**config.mk**
```make
export PLATFORM = sky130hd
export DESIGN_NAME = chunked_adder_seq_flat
export DESIGN_NICKNAME = d
export VERILOG_FILES = /design/src/rtl/chunked_adder_seq_if.sv /design/src/rtl/chunked_adder_seq.sv /design/src/flat_wrapper.sv
export SDC_FILE = /design/constraint.sdc
export NUM_CORES = 1
export LEC_CHECK = 0
export CORE_UTILIZATION = 30
export DETAILED_ROUTE_END_ITERATION = 12
export SYNTH_ARGS = -nofsm -noshare
export SYNTH_HDL_FRONTEND = slang
export SYNTH_SLANG_ARGS = --single-unit
```
**constraint.sdc**
```tcl
create_clock -name clk -period 4.1 [get_ports clk]
set_clock_uncertainty 0.2 [all_clocks]
set_input_delay 0.41 -clock clk [delete_from_list [all_inputs] [get_ports clk]]
set_output_delay 0.41 -clock clk [all_outputs]
set_load 0.02 [all_outputs]
```
**src/rtl/chunked_adder_seq_if.sv**
```systemverilog
// Operand/result handshake bundle for chunked_adder_seq.
// Handshake: a transfer happens on a rising edge where valid && ready are both high; the producer holds its payload until then.
interface chunked_adder_seq_if #(
  parameter int WIDTH = 16
) ();
  logic             in_valid;
  logic             in_ready;
  logic [WIDTH-1:0] a;
  logic [WIDTH-1:0] b;
  logic             cin;
  logic             sub;
  logic             out_valid;
  logic             out_ready;
  logic [WIDTH-1:0] sum;
  logic             cout;
  logic             ovf;

  modport master (
    output in_valid, a, b, cin, sub, out_ready,
    input  in_ready, out_valid, sum, cout, ovf
  );

  modport slave (
    input  in_valid, a, b, cin, sub, out_ready,
    output in_ready, out_valid, sum, cout, ovf
  );
endinterface

```
**src/rtl/chunked_adder_seq.sv**
```systemverilog
// Sequential adder/subtractor: CHUNK bits per cycle, LSB chunk first, carry kept in a register.
// Optional macro CHUNKED_ADDER_SAT_EN saturates sum to the signed extreme on overflow.
module chunked_adder_seq #(
  parameter int WIDTH = 16,
  parameter int CHUNK = 4
) (
  input  logic               clk,
  input  logic               rst,
  chunked_adder_seq_if.slave bus,
  output logic [1:0]         o_dbg_state
);
  localparam int NCHUNK = WIDTH / CHUNK;
  localparam int KW     = (NCHUNK > 1) ? $clog2(NCHUNK) : 1;

  typedef enum logic [1:0] {
    S_IDLE = 2'd0,
    S_RUN  = 2'd1,
    S_DONE = 2'd2
  } state_t;

  state_t           r_state, w_next;
  logic [KW-1:0]    r_k;
  logic [WIDTH-1:0] r_a, r_b, r_acc, r_sum;
  logic             r_carry, r_cout, r_ovf;

  logic             w_in_ready, w_out_valid, w_last;
  logic [CHUNK:0]   w_chunk;
  logic [WIDTH-1:0] w_acc_next, w_sum_final;
  logic             w_msb_cin, w_ovf;
  int               w_base;

  assign w_base  = int'(r_k) * CHUNK;
  assign w_chunk = {1'b0, r_a[w_base +: CHUNK]} + {1'b0, r_b[w_base +: CHUNK]}
                 + {{CHUNK{1'b0}}, r_carry};
  assign w_last  = (r_k == KW'(NCHUNK - 1));

  // Carry into the MSB recovered from the MSB sum bit; only meaningful on the last chunk.
  assign w_msb_cin = r_a[WIDTH-1] ^ r_b[WIDTH-1] ^ w_chunk[CHUNK-1];
  assign w_ovf     = w_msb_cin ^ w_chunk[CHUNK];

  always_comb begin
    w_acc_next = r_acc;
    w_acc_next[w_base +: CHUNK] = w_chunk[CHUNK-1:0];
  end

`ifdef CHUNKED_ADDER_SAT_EN
  always_comb begin
    w_sum_final = w_acc_next;
    if (w_ovf) begin
      w_sum_final = w_acc_next[WIDTH-1] ? {1'b0, {(WIDTH-1){1'b1}}}
                                        : {1'b1, {(WIDTH-1){1'b0}}};
    end
  end
`else
  assign w_sum_final = w_acc_next;
`endif

  always_comb begin
    w_next      = r_state;
    w_in_ready  = 1'b0;
    w_out_valid = 1'b0;
    case (r_state)
      S_IDLE: begin
        w_in_ready = 1'b1;
        if (bus.in_valid) w_next = S_RUN;
      end
      S_RUN: begin
        if (w_last) w_next = S_DONE;
      end
      S_DONE: begin
        w_out_valid = 1'b1;
        if (bus.out_ready) w_next = S_IDLE;
      end
      default: w_next = S_IDLE;
    endcase
  end

  always_ff @(posedge clk) begin
    if (rst) begin
      r_state <= S_IDLE;
      r_k     <= '0;
      r_carry <= 1'b0;
      r_a     <= '0;
      r_b     <= '0;
      r_acc   <= '0;
      r_sum   <= '0;
      r_cout  <= 1'b0;
      r_ovf   <= 1'b0;
    end else begin
      r_state <= w_next;
      case (r_state)
        S_IDLE: begin
          if (bus.in_valid) begin
            r_a     <= bus.a;
            r_b     <= bus.sub ? ~bus.b : bus.b;
            r_carry <= bus.sub ? 1'b1 : bus.cin;
            r_k     <= '0;
            r_acc   <= '0;
          end
        end
        S_RUN: begin
          r_acc   <= w_acc_next;
          r_carry <= w_chunk[CHUNK];
          r_k     <= w_last ? '0 : r_k + KW'(1);
          // Results only change here, so they hold through DONE and beyond.
          if (w_last) begin
            r_sum  <= w_sum_final;
            r_cout <= w_chunk[CHUNK];
            r_ovf  <= w_ovf;
          end
        end
        default: ;
      endcase
    end
  end

  assign bus.in_ready  = w_in_ready;
  assign bus.out_valid = w_out_valid;
  assign bus.sum       = r_sum;
  assign bus.cout      = r_cout;
  assign bus.ovf       = r_ovf;
  assign o_dbg_state   = r_state;
endmodule

```
**src/flat_wrapper.sv**
```systemverilog
// flat-port wrapper written by rule: the top's interface ports become plain ports
module chunked_adder_seq_flat 
#(
  parameter int WIDTH = 16,
  parameter int CHUNK = 4
)
  (clk, rst, o_dbg_state, bus_in_valid, bus_a, bus_b, bus_cin, bus_sub, bus_out_ready, bus_in_ready, bus_out_valid, bus_sum, bus_cout, bus_ovf);
  chunked_adder_seq_if #(.WIDTH(WIDTH)) bus_i ();
  input  logic clk;
  input  logic rst;
  output logic [1:0] o_dbg_state;
  input wire logic [$bits(bus_i.in_valid)-1:0] bus_in_valid;
  input wire logic [$bits(bus_i.a)-1:0] bus_a;
  input wire logic [$bits(bus_i.b)-1:0] bus_b;
  input wire logic [$bits(bus_i.cin)-1:0] bus_cin;
  input wire logic [$bits(bus_i.sub)-1:0] bus_sub;
  input wire logic [$bits(bus_i.out_ready)-1:0] bus_out_ready;
  output wire logic [$bits(bus_i.in_ready)-1:0] bus_in_ready;
  output wire logic [$bits(bus_i.out_valid)-1:0] bus_out_valid;
  output wire logic [$bits(bus_i.sum)-1:0] bus_sum;
  output wire logic [$bits(bus_i.cout)-1:0] bus_cout;
  output wire logic [$bits(bus_i.ovf)-1:0] bus_ovf;
  assign bus_i.in_valid = bus_in_valid;
  assign bus_i.a = bus_a;
  assign bus_i.b = bus_b;
  assign bus_i.cin = bus_cin;
  assign bus_i.sub = bus_sub;
  assign bus_i.out_ready = bus_out_ready;
  assign bus_in_ready = bus_i.in_ready;
  assign bus_out_valid = bus_i.out_valid;
  assign bus_sum = bus_i.sum;
  assign bus_cout = bus_i.cout;
  assign bus_ovf = bus_i.ovf;
  chunked_adder_seq #(.WIDTH(WIDTH), .CHUNK(CHUNK)) u_core (.clk(clk), .rst(rst), .bus(bus_i), .o_dbg_state(o_dbg_state));
endmodule
```
==> impl_metrics.yaml <==
global_routing:
  met3_usage_pct: 3.484
  antenna_found_initial: 0
  grt_usage_pct: 13.52
  grt-busiest-layer: "met2"
  grt_pass1_wl_um: 13350
  gr-total-overflow: 0
  first_global_vias: 2775
  gr-usage-met1_pct: 16.95
  use_met2_pct: 22.71
  grt_max_degree: 54
yosys:
  synthFlopType: "dfxtp_1"
  syn_inst: 398
  syn-num-nets: 447
  yosys-mux-area-fraction_pct: 5.281
  ys_async_sr_fraction_pct: 0
  synth.most_common_cell: "dfxtp_1"
  synth_edf_count: 0
  synth_compound_area_share_pct: 19.18
  yosys_register_bits: 71
  syn_area_sq_mm: 0.003601
  yosysTopAreaCell: "dfxtp_1"
  synthXorXnorAreaFrac_pct: 5.525
  synth_top_family_by_area: "simple AND/OR/NAND/NOR gates"
  synth_top_area_share_pct: 39.47
  synth.area.top_cells: "dfxtp_1 39%, nor2_1 5.9%, nand2_1 5.3%, a21oi_1 5.1%, mux4_2 5.0%"
  yosys_warnings: 0
  synth-simple-area-share_pct: 20.12
  synth_common_cells: "71 x dfxtp_1, 57 x nor2_1, 51 x nand2_1, 37 x a21oi_1, 19 x xnor2_1"
  synthAdderAreaFrac_pct: 4.239
  ys_seq_area_share_pct: 39.47
  synth_cell_types: 40
  synth_area_per_cell_sq_um: 9.048
clock_tree:
  cts_buffers: 9
  cts_buffer_depth: 2
  cts_tree: "done"
  clock-root-buffer: "clkbuf_16"
  cts_hold_buffers: 0
  clkLatencyLatePin_ns: 0.33
  clk_pin_slew_ns: 0.06
  cts_setup_buffers: 0
  ctsHtreeMaxLevel: 3
  clock_sink_count: 71
  cts_resized: 0
detailed_routing:
  vias: 2829
  drc: 6
  drt_iter0_drc: 132
  drtAntennaViolNets: 0
  drt_wl_total_um: 8047
  drt-pass1-iter-count: 10
  viasPerCell: 4.819
  wl_per_cell_um: 13.71
layout:
  fin_nets: 488
  n_antenna_cell: 0
  area_growth_syn_to_layout_pct: 25.61
  postLayoutCoreUtil_pct: 39.11
  layout-drive-gt1-share_pct: 13.96
run:
  drv_cap: 0
hold_path:
  min_path_cells: 2
  hp-class: "register to register"
sta:
  relSlewSlack_pct: 25.10
  tns_ns: 0
  worst_slack_ns: 0.9442
  slew_viol_final: 0
  timing.final.crit_share_pct: 76.97
  setup_viol: 0
  final-hold-violation-count: 0
  period_needed_ns: 3.156
  fmax_ghz: 0.3169
  rsz0062_at_grt: "false"
  worstMarginPinSlew_ns: 1.124
setup_path:
  startpoint: "u_core.r_k[1]$_SDFFE_PP0P_"
  endpoint: "u_core.r_acc[13]$_SDFFE_PP0P_"
  rr_worst_depth: 7
  crit_type: "register to register"
  reg2reg_from: "u_core.r_k[1]$_SDFFE_PP0P_"
  rrSetupSlack_ns: 0.94
  startpoint_type: "register"
  end_kind: "register"
  cp_max_fo: 13
  crit_arrival_ns: 3.21
  r2r_end: "u_core.r_acc[13]$_SDFFE_PP0P_"
  worstPathRequired_ns: 4.15
power_and_ir_drop:
  power_density_mw_per_mm2: 407.0
  peakVddDrop_mv: 0.2006
  p_leak_uw: 0.001547
floorplan:
  fp-row-count: 39
  die_h_um: 111.6
  initial_utilization_pct: 31.14
  die_w_um: 111.6
  core_sq_mm: 0.01156
  io_pins: 60
  dieArea_sq_mm: 0.01245
place:
  gp_congestion: 0.8063
  place_ws_ns: 0.9268
  place_hpwl_um: 5723
  portBuffers: 59
outcome:
  violations: "design-rule violations"
  status: "finished, violations left"
-- worst min-delay path by stage --
| stage | start | endpoint |
|---|---|---|
| global placement | u_core.r_a[3]$_SDFFE_PP0P_ | u_core.r_a[3]$_SDFFE_PP0P_ |
| global route | u_core.r_a[6]$_SDFFE_PP0P_ | u_core.r_a[6]$_SDFFE_PP0P_ |
| detailed placement | u_core.r_a[6]$_SDFFE_PP0P_ | u_core.r_a[6]$_SDFFE_PP0P_ |
| CTS | u_core.r_a[6]$_SDFFE_PP0P_ | u_core.r_a[6]$_SDFFE_PP0P_ |
| floorplan | u_core.r_a[4]$_SDFFE_PP0P_ | u_core.r_a[4]$_SDFFE_PP0P_ |
| finish | u_core.r_a[9]$_SDFFE_PP0P_ | u_core.r_a[9]$_SDFFE_PP0P_ |
-- cells by family after synthesis --
logic type,Yosys count
buf+inv,42
xor+xnor,21
compound gates,92
fa+ha+maj,11
mux,9
flops,71
simple gates,152
-- sequential cells by signal, summed over array words and instances, names as in the netlist --
register,cells
u_core.bus.cout,1
u_core.bus.ovf,1
u_core.bus.sum,16
u_core.o_dbg_state,2
u_core.r_a,16
u_core.r_acc,16
u_core.r_b,16
u_core.r_carry,1
u_core.r_k,2
-- where the power goes --
part	leakage (uW)	switching, uW	internal (uW)
sequential	0.000579	19.8	720
combinational	0.000817	149	119
clock	0.000152	301	533
-- layer usage --
metal	up-vias	wire [um]	part of all wire [%]
met3	8	287	3.6
met4	0	93	1.2
met2	57	3891	48
met5	-	0	0
li1	1460	-	-
met1	1304	3774	47
-- worst max-delay path, cell delays in order (launching register included) --
cell	delay, ns
dfxtp_1	0.72
mux4_2	0.59
fa_1	0.41
inv_1	0.09
fa_1	0.46
o32ai_1	0.37
nand2_1	0.11
a21oi_1	0.13
-- through the flow --
step | area [sq um] | cells | hold slack (ns) | total power [uW]
floorplan | 3601 | 398 | 0.2331 | 944.8
finish | 4523 | 587 | 0.2510 | 1841
detailed placement | 4200 | 571 | 0.2454 | 1022
global route | 4523 | 587 | 0.2663 | 1914
CTS | 4523 | 587 | 0.2531 | 1855
global placement | 4200 | 571 | 0.2402 | 1019
-- final cells by class --
class,count,area [sq um]
fillers,1161,7042
clock buffers,9,225.2
multi-input cells,285,1958
well taps,143,178.9
clock inverters,7,97.59
flip-flops and latches,71,1421
inverters,11,41.29
repair buffers,61,600.6
-- placed cells by master (no fill, tap or decap), types with 2 or more instances in the layout --
master / netlist / final
o32ai_1: 2 / 2
inv_1: 11 / 11
ha_1: 9 / 9
a311oi_2: 3 / 3
a31oi_1: 11 / 11
nor2_1: 57 / 57
o21ai_0: 4 / 4
nor3_1: 3 / 3
xnor2_1: 19 / 19
a221oi_2: 2 / 2
clkdlybuf4s50_1: 0 / 58
clkinvlp_4: 0 / 2
a21oi_1: 37 / 37
nand2_1: 51 / 51
nor3_2: 6 / 6
nand3_1: 7 / 7
dfxtp_1: 71 / 71
clkinv_4: 0 / 2
a211oi_1: 13 / 13
bufinv_16: 0 / 2
a311oi_1: 2 / 2
fa_1: 2 / 2
nand2b_1: 9 / 9
xnor2_2: 2 / 2
nor2b_1: 9 / 9
clkbuf_16: 0 / 9
mux4_2: 8 / 8
a211oi_2: 14 / 14
nor3b_2: 2 / 2
buf_4: 8 / 2
(Power assumes the default switching activity.)
